[src/rtl/mem_if_pkg.sv]
// Shared types and default memory window for the latency-modelled memory responder.
package mem_if_pkg;

    typedef enum logic [1:0] {
        IDLE = 2'd0,
        WAIT = 2'd1,
        RESP = 2'd2
    } state_e;

    localparam logic [63:0] MEM_BASE_DEF = 64'h0000_0000_8000_0000;
    localparam logic [63:0] MEM_SIZE_DEF = 64'h0000_0000_0800_0000;

    typedef struct packed {
        logic [63:0] addr;
        logic        wen;
        logic [63:0] wdata;
        logic [7:0]  wmask;
    } req_t;

    function automatic logic in_window(input logic [63:0] addr, input logic [63:0] base,
                                       input logic [63:0] size);
        return (addr >= base) && (addr < base + size);
    endfunction

endpackage

[src/rtl/mem_responder_if.sv]
// Request/response channels between core and responder, plus the memory access port.
interface mem_responder_if;

    logic        req_valid;
    logic        req_ready;
    logic [63:0] req_addr;
    logic        req_wen;
    logic [63:0] req_wdata;
    logic [7:0]  req_wmask;

    logic        rsp_valid;
    logic        rsp_ready;
    logic [63:0] rsp_rdata;
    logic        rsp_err;

    // One-cycle strobes standing in for the simulator's vmem read/write calls
    logic        mem_rd;
    logic        mem_wr;
    logic [63:0] mem_addr;
    logic [63:0] mem_wdata;
    logic [7:0]  mem_wmask;
    logic [63:0] mem_rdata;

    modport master (
        output req_valid, req_addr, req_wen, req_wdata, req_wmask, rsp_ready,
        input  req_ready, rsp_valid, rsp_rdata, rsp_err
    );

    modport slave (
        input  req_valid, req_addr, req_wen, req_wdata, req_wmask, rsp_ready, mem_rdata,
        output req_ready, rsp_valid, rsp_rdata, rsp_err,
        output mem_rd, mem_wr, mem_addr, mem_wdata, mem_wmask
    );

    modport memory (
        input  mem_rd, mem_wr, mem_addr, mem_wdata, mem_wmask,
        output mem_rdata
    );

endinterface

[src/rtl/mem_lat_counter.sv]
// 8-bit latency counter: load, decrement towards zero, zero flag.
module mem_lat_counter (
    input  logic       clk,
    input  logic       rst,
    input  logic       load,
    input  logic [7:0] load_val,
    input  logic       dec,
    output logic       zero
);

    logic [7:0] cnt_q;

    always_ff @(posedge clk or posedge rst) begin
        if (rst) begin
            cnt_q <= 8'd0;
        end else if (load) begin
            cnt_q <= load_val;
        end else if (dec && (cnt_q != 8'd0)) begin
            cnt_q <= cnt_q - 8'd1;
        end
    end

    assign zero = (cnt_q == 8'd0);

endmodule

[src/rtl/mem_responder.sv]
// Single-outstanding memory responder: accept, wait LATENCY cycles, access, respond.
module mem_responder
    import mem_if_pkg::*;
#(
    parameter int unsigned LATENCY  = 2,
    parameter logic [63:0] MEM_BASE = MEM_BASE_DEF,
    parameter logic [63:0] MEM_SIZE = MEM_SIZE_DEF
) (
    input  logic           clk,
    input  logic           rst,
    mem_responder_if.slave bus
);

    localparam logic [7:0] LOAD_VAL = 8'(LATENCY - 1);

    state_e      state_q, state_d;
    req_t        req_q;
    logic [63:0] rdata_q, rdata_d;
    logic        err_q, err_d;
    logic        accept, access, in_range, zero;

    assign bus.req_ready = (state_q == IDLE) && !rst;
    assign accept        = bus.req_valid && bus.req_ready;
    assign access        = (state_q == WAIT) && zero;
    assign in_range      = in_window(req_q.addr, MEM_BASE, MEM_SIZE);

    mem_lat_counter u_cnt (
        .clk      (clk),
        .rst      (rst),
        .load     (accept),
        .load_val (LOAD_VAL),
        .dec      (state_q == WAIT),
        .zero     (zero)
    );

    always_comb begin
        state_d = state_q;
        rdata_d = rdata_q;
        err_d   = err_q;
        unique case (state_q)
            IDLE: if (accept) state_d = WAIT;
            WAIT: begin
                if (zero) begin
                    state_d = RESP;
                    err_d   = !in_range;
                    rdata_d = (!req_q.wen && in_range) ? bus.mem_rdata : 64'd0;
                end
            end
            RESP: if (bus.rsp_ready) state_d = IDLE;
            default: state_d = IDLE;
        endcase
    end

    always_ff @(posedge clk or posedge rst) begin
        if (rst) begin
            state_q <= IDLE;
            req_q   <= '0;
            rdata_q <= 64'd0;
            err_q   <= 1'b0;
        end else begin
            state_q <= state_d;
            rdata_q <= rdata_d;
            err_q   <= err_d;
            if (accept) begin
                req_q.addr  <= bus.req_addr;
                req_q.wen   <= bus.req_wen;
                req_q.wdata <= bus.req_wdata;
                req_q.wmask <= bus.req_wmask;
            end
        end
    end

    // Access strobes fire only on the access edge, so a reset during WAIT suppresses them
    assign bus.mem_rd    = access && !req_q.wen && in_range;
    assign bus.mem_wr    = access && req_q.wen && in_range;
    assign bus.mem_addr  = {req_q.addr[63:3], 3'b000};
    assign bus.mem_wdata = req_q.wdata;
    assign bus.mem_wmask = req_q.wmask;

    assign bus.rsp_valid = (state_q == RESP);
    assign bus.rsp_rdata = rdata_q;
    assign bus.rsp_err   = err_q;

endmodule

[src/flat_wrapper.sv]
// flat-port wrapper written by rule: the top's interface ports become plain ports
module mem_responder_flat import mem_if_pkg::*;
#(
    parameter int unsigned LATENCY  = 2,
    parameter logic [63:0] MEM_BASE = MEM_BASE_DEF,
    parameter logic [63:0] MEM_SIZE = MEM_SIZE_DEF
)
  (clk, rst, bus_req_valid, bus_req_addr, bus_req_wen, bus_req_wdata, bus_req_wmask, bus_rsp_ready, bus_mem_rdata, bus_req_ready, bus_rsp_valid, bus_rsp_rdata, bus_rsp_err, bus_mem_rd, bus_mem_wr, bus_mem_addr, bus_mem_wdata, bus_mem_wmask);
  mem_responder_if bus_i ();
  input  logic clk;
  input  logic rst;
  input wire logic [$bits(bus_i.req_valid)-1:0] bus_req_valid;
  input wire logic [$bits(bus_i.req_addr)-1:0] bus_req_addr;
  input wire logic [$bits(bus_i.req_wen)-1:0] bus_req_wen;
  input wire logic [$bits(bus_i.req_wdata)-1:0] bus_req_wdata;
  input wire logic [$bits(bus_i.req_wmask)-1:0] bus_req_wmask;
  input wire logic [$bits(bus_i.rsp_ready)-1:0] bus_rsp_ready;
  input wire logic [$bits(bus_i.mem_rdata)-1:0] bus_mem_rdata;
  output wire logic [$bits(bus_i.req_ready)-1:0] bus_req_ready;
  output wire logic [$bits(bus_i.rsp_valid)-1:0] bus_rsp_valid;
  output wire logic [$bits(bus_i.rsp_rdata)-1:0] bus_rsp_rdata;
  output wire logic [$bits(bus_i.rsp_err)-1:0] bus_rsp_err;
  output wire logic [$bits(bus_i.mem_rd)-1:0] bus_mem_rd;
  output wire logic [$bits(bus_i.mem_wr)-1:0] bus_mem_wr;
  output wire logic [$bits(bus_i.mem_addr)-1:0] bus_mem_addr;
  output wire logic [$bits(bus_i.mem_wdata)-1:0] bus_mem_wdata;
  output wire logic [$bits(bus_i.mem_wmask)-1:0] bus_mem_wmask;
  assign bus_i.req_valid = bus_req_valid;
  assign bus_i.req_addr = bus_req_addr;
  assign bus_i.req_wen = bus_req_wen;
  assign bus_i.req_wdata = bus_req_wdata;
  assign bus_i.req_wmask = bus_req_wmask;
  assign bus_i.rsp_ready = bus_rsp_ready;
  assign bus_i.mem_rdata = bus_mem_rdata;
  assign bus_req_ready = bus_i.req_ready;
  assign bus_rsp_valid = bus_i.rsp_valid;
  assign bus_rsp_rdata = bus_i.rsp_rdata;
  assign bus_rsp_err = bus_i.rsp_err;
  assign bus_mem_rd = bus_i.mem_rd;
  assign bus_mem_wr = bus_i.mem_wr;
  assign bus_mem_addr = bus_i.mem_addr;
  assign bus_mem_wdata = bus_i.mem_wdata;
  assign bus_mem_wmask = bus_i.mem_wmask;
  mem_responder #(.LATENCY(LATENCY), .MEM_BASE(MEM_BASE), .MEM_SIZE(MEM_SIZE)) u_core (.clk(clk), .rst(rst), .bus(bus_i));
endmodule
[config.mk]
export PLATFORM = sky130hd
export DESIGN_NAME = mem_responder_flat
export DESIGN_NICKNAME = d
export VERILOG_FILES = /design/src/rtl/mem_if_pkg.sv /design/src/rtl/mem_responder_if.sv /design/src/rtl/mem_lat_counter.sv /design/src/rtl/mem_responder.sv /design/src/flat_wrapper.sv
export SDC_FILE = /design/constraint.sdc
export NUM_CORES = 1
export LEC_CHECK = 0
export BUFFER_PORTS_ARGS = -buffer_cell sky130_fd_sc_hd__buf_2
export CAP_MARGIN = 25
export CORE_UTILIZATION = 29
export CTS_CLUSTER_DIAMETER = 40
export DETAILED_ROUTE_END_ITERATION = 10
export GPL_ROUTABILITY_DRIVEN = 0
export GPL_TIMING_DRIVEN = 0
export SYNTH_ARGS = -nofsm -noshare
export SYNTH_HDL_FRONTEND = slang
export SYNTH_SLANG_ARGS = --single-unit
[constraint.sdc]
create_clock -name clk -period 5.8 [get_ports clk]
set_input_delay 0.29 -clock clk [delete_from_list [all_inputs] [get_ports clk]]
set_output_delay 0.29 -clock clk [all_outputs]
set_load 0.02 [all_outputs]
==> impl_metrics.toml <==
[flow_run]
maxCapViolations = 0

[routing]
viasPerCell = 4.433
wirelength_um = 33160
drt-initial-drc-count = 346
drc = 0
vias = 9495
ant_nets = 0
firstDrtPassIters = 5
wl_per_cell_um = 15.48

[sta]
holdWs_ns = 0.02656
fin_crit_sh = 0.5494
fmax_ghz = 0.3138
rsz0062_at_grt = "false"
min_period_ns = 3.186
hold_viol_final = 0
drv_slew = 0
skew_ns = 0.01652
slew_headroom = 0.4513
tightestPinTransition_ns = 0.8230
fin_setup_tns_ns = 0
finalSetupViolCount = 0

[die]
initial_core_util = 0.2955
rows = 67
coreArea_sq_um = 33620
die_area_sq_um = 35000
die_x_um = 187.1
io_pins = 410
die_h_um = 187.1

[cts]
clock_sinks = 209
insertion_delay_ns = 0.50
post_cts_buffers = 0
cts.path.max_buffers = 3
cts_tree = "yes"
clk_pin_slew_ns = 0.05
ctsRootBufferMaster = "clkbuf_16"
cts_buffers = 39
cts_max_level = 2

[synth]
syn_area_sq_um = 9935
yosysUniqueCellTypes = 39
synth.top_cell.area_share = 0.5264
avgSynthCellArea_sq_um = 9.199
synth_top_cell_by_area = "dfrtp_1"
ys_seq_area_frac = 0.5264
async_flop_share = 1.000
synth.most_common_cell = "nand2_1"
synth_xor_area_frac = 0.002645
synth_edf_count = 0
muxShareOfSynthArea = 0.003023
post_synth_and_or_nand_nor_area_fraction = 0.2428
synthCells = 1080
synth-adder-area-share = 0.002519
synth_top_family_by_area = "simple AND/OR/NAND/NOR gates"
synth_compound_area_frac = 0.07985
yosys_register_bits = 209
synth_common_cells = "nand2_1 (472), dfrtp_1 (209), buf_4 (136), nand4_1 (65), o31ai_2 (50)"
ys_top_cells_by_area = "dfrtp_1 (53%), nand2_1 (18%), buf_4 (10%), o31ai_2 (6.3%), nand4_1 (4.1%)"
yosysWarnings = 0
synthFlopType = "dfrtp_1"

[power]
power_leakage_uw = 0.008051
peakVddDrop_uv = 332.6
cellPowerDensity_nw_per_um2 = 580.2

[place]
placed_cells = 1939
dpl_cell_area_sq_um = 12640
port_buffers = 403
hpwl_um = 23770

[final_layout]
utilization = 0.4548
post_route_cells_drive_above_1_share = 0.4099
syn2layout_area_growth_pct = 53.90
final_cell_area_sq_um = 15290
layout.nets = 1873
n_fill_cell = 3210
final_cells = 2142

[grt]
gr-total-overflow = 0
antenna_found_initial = 2
track_usage = 0.1873
grt_pass1_wl_um = 52920
grt_pass1_vias = 9930
grt_start_max_net_pins = 39

[setup_path]
path_cells = "nor4b_1 > and4_1 > nand4_1 > buf_2 > buf_2 > nor3_1 > buf_2"
cp_slowest_stage_delay_ns = 0.43
cp_common_cell = "buf_2"
crit_buf_inv = 3
critPathTopFamily = "simple AND/OR/NAND/NOR gates"
r2r_cells = 5
cp-end-kind = "output pin"
cp.required_ns = 5.51
slowest_stage = "dfrtp_1"
path_max_fanout = 10
arrival_ns = 2.90
worstSetupStartpointType = "flip-flop"
cp_num_cells = 7
path_class = "flip-flop to output pin"

[status]
status = "completed"

[hold_path]
hold_depth = 3
min_path_type = "input pin to flip-flop"
## power by group
part	switching (uW)	leakage (uW)	internal, uW
sequential	480	0.00259	2190
clock	758	0.000639	1510
combinational	2290	0.00482	1650
## cells by family (layout without fill, tap and decap cells)
kind of cell	after synthesis	in the layout
mux	3	3
other cells	1	4
compound gates	74	74
fa+ha+maj	2	2
xor+xnor	3	3
buf+inv	214	825
flops	209	209
simple gates	574	574
## cells in the final DEF, fill, tap and decap left out, drive strengths merged, types with 7 or more instances in the layout
| master | n |
|---|---|
| buf | 580 |
| nand2 | 472 |
| dfrtp | 209 |
| dlygate4sd3 | 134 |
| clkbuf | 86 |
| nand4 | 65 |
| o31ai | 64 |
| clkinv | 11 |
| nor3 | 7 |
## layout make-up
type                    instances  area (sq um)  share of cell area
plain buffers                 209          1395             0.09124
well taps                     448         560.5             0.03666
repair buffers                543          3478              0.2275
flip-flops and latches        209          5230              0.3421
multi-input cells             659          3298              0.2157
inverters                       5         22.52            0.001473
clock buffers                  48          1050             0.06866
clock inverters                20         252.7             0.01653
diodes                          1         2.502           0.0001637
## tightest hold or removal path, delay by kind of cell
kind	cells	cell delay, ns
simple gates	2	0.11
buf+inv	1	0.09
## what timing repair did
action / in CTS / in global routing
hold buffers: 134 / 0
resized for setup: 0 / 0
endpoints found under the setup margin: 0 / 0
hold endpoints to repair: 138 / 0
## per-layer routing
metal | up-vias | share of wire | track usage
met5 | - | 0.00030 | 0
met4 | 2 | 0.025 | 0.05612
met3 | 69 | 0.073 | 0.05028
met2 | 345 | 0.49 | 0.3238
met1 | 4512 | 0.41 | 0.2264
li1 | 4567 | - | -
## metrics by stage
step           power (uW)  setup WS, ns
3_3_place_gp         6485         1.216
4_1_cts              8941         2.510
6_report             8872         2.614
3_5_place_dp         6550         3.053
2_1_floorplan        5279         2.796
5_1_grt              9422         2.295
## flip-flops by register name, summed over array words and instances (netlist names)
name                  count
u_core.bus.mem_wdata     64
u_core.bus.rsp_err        1
u_core.req_q              1
u_core.bus.mem_addr      61
u_core.state_q            2
u_core.bus.rsp_rdata     64
u_core.u_cnt.cnt_q        8
u_core.bus.mem_wmask      8
## path summary, 6_finish.rpt
path | from | to | slack, ns
setup / recovery | u_core.bus.mem_addr[32] | bus_mem_wr | 2.61
hold / removal | bus_req_wdata[15] | u_core.bus.mem_wdata[15] | 0.03
setup reg to reg | u_core.bus.mem_addr[43] | u_core.bus.rsp_rdata[34] | 3.41
hold reg to reg | u_core.bus.rsp_rdata[50] | u_core.bus.rsp_rdata[50] | 0.47
max in group asynchronous | rst | u_core.bus.mem_addr[63] | 4.74
min in group asynchronous | rst | u_core.state_q[0] | 0.31
Power figures use the tool's default switching activity.
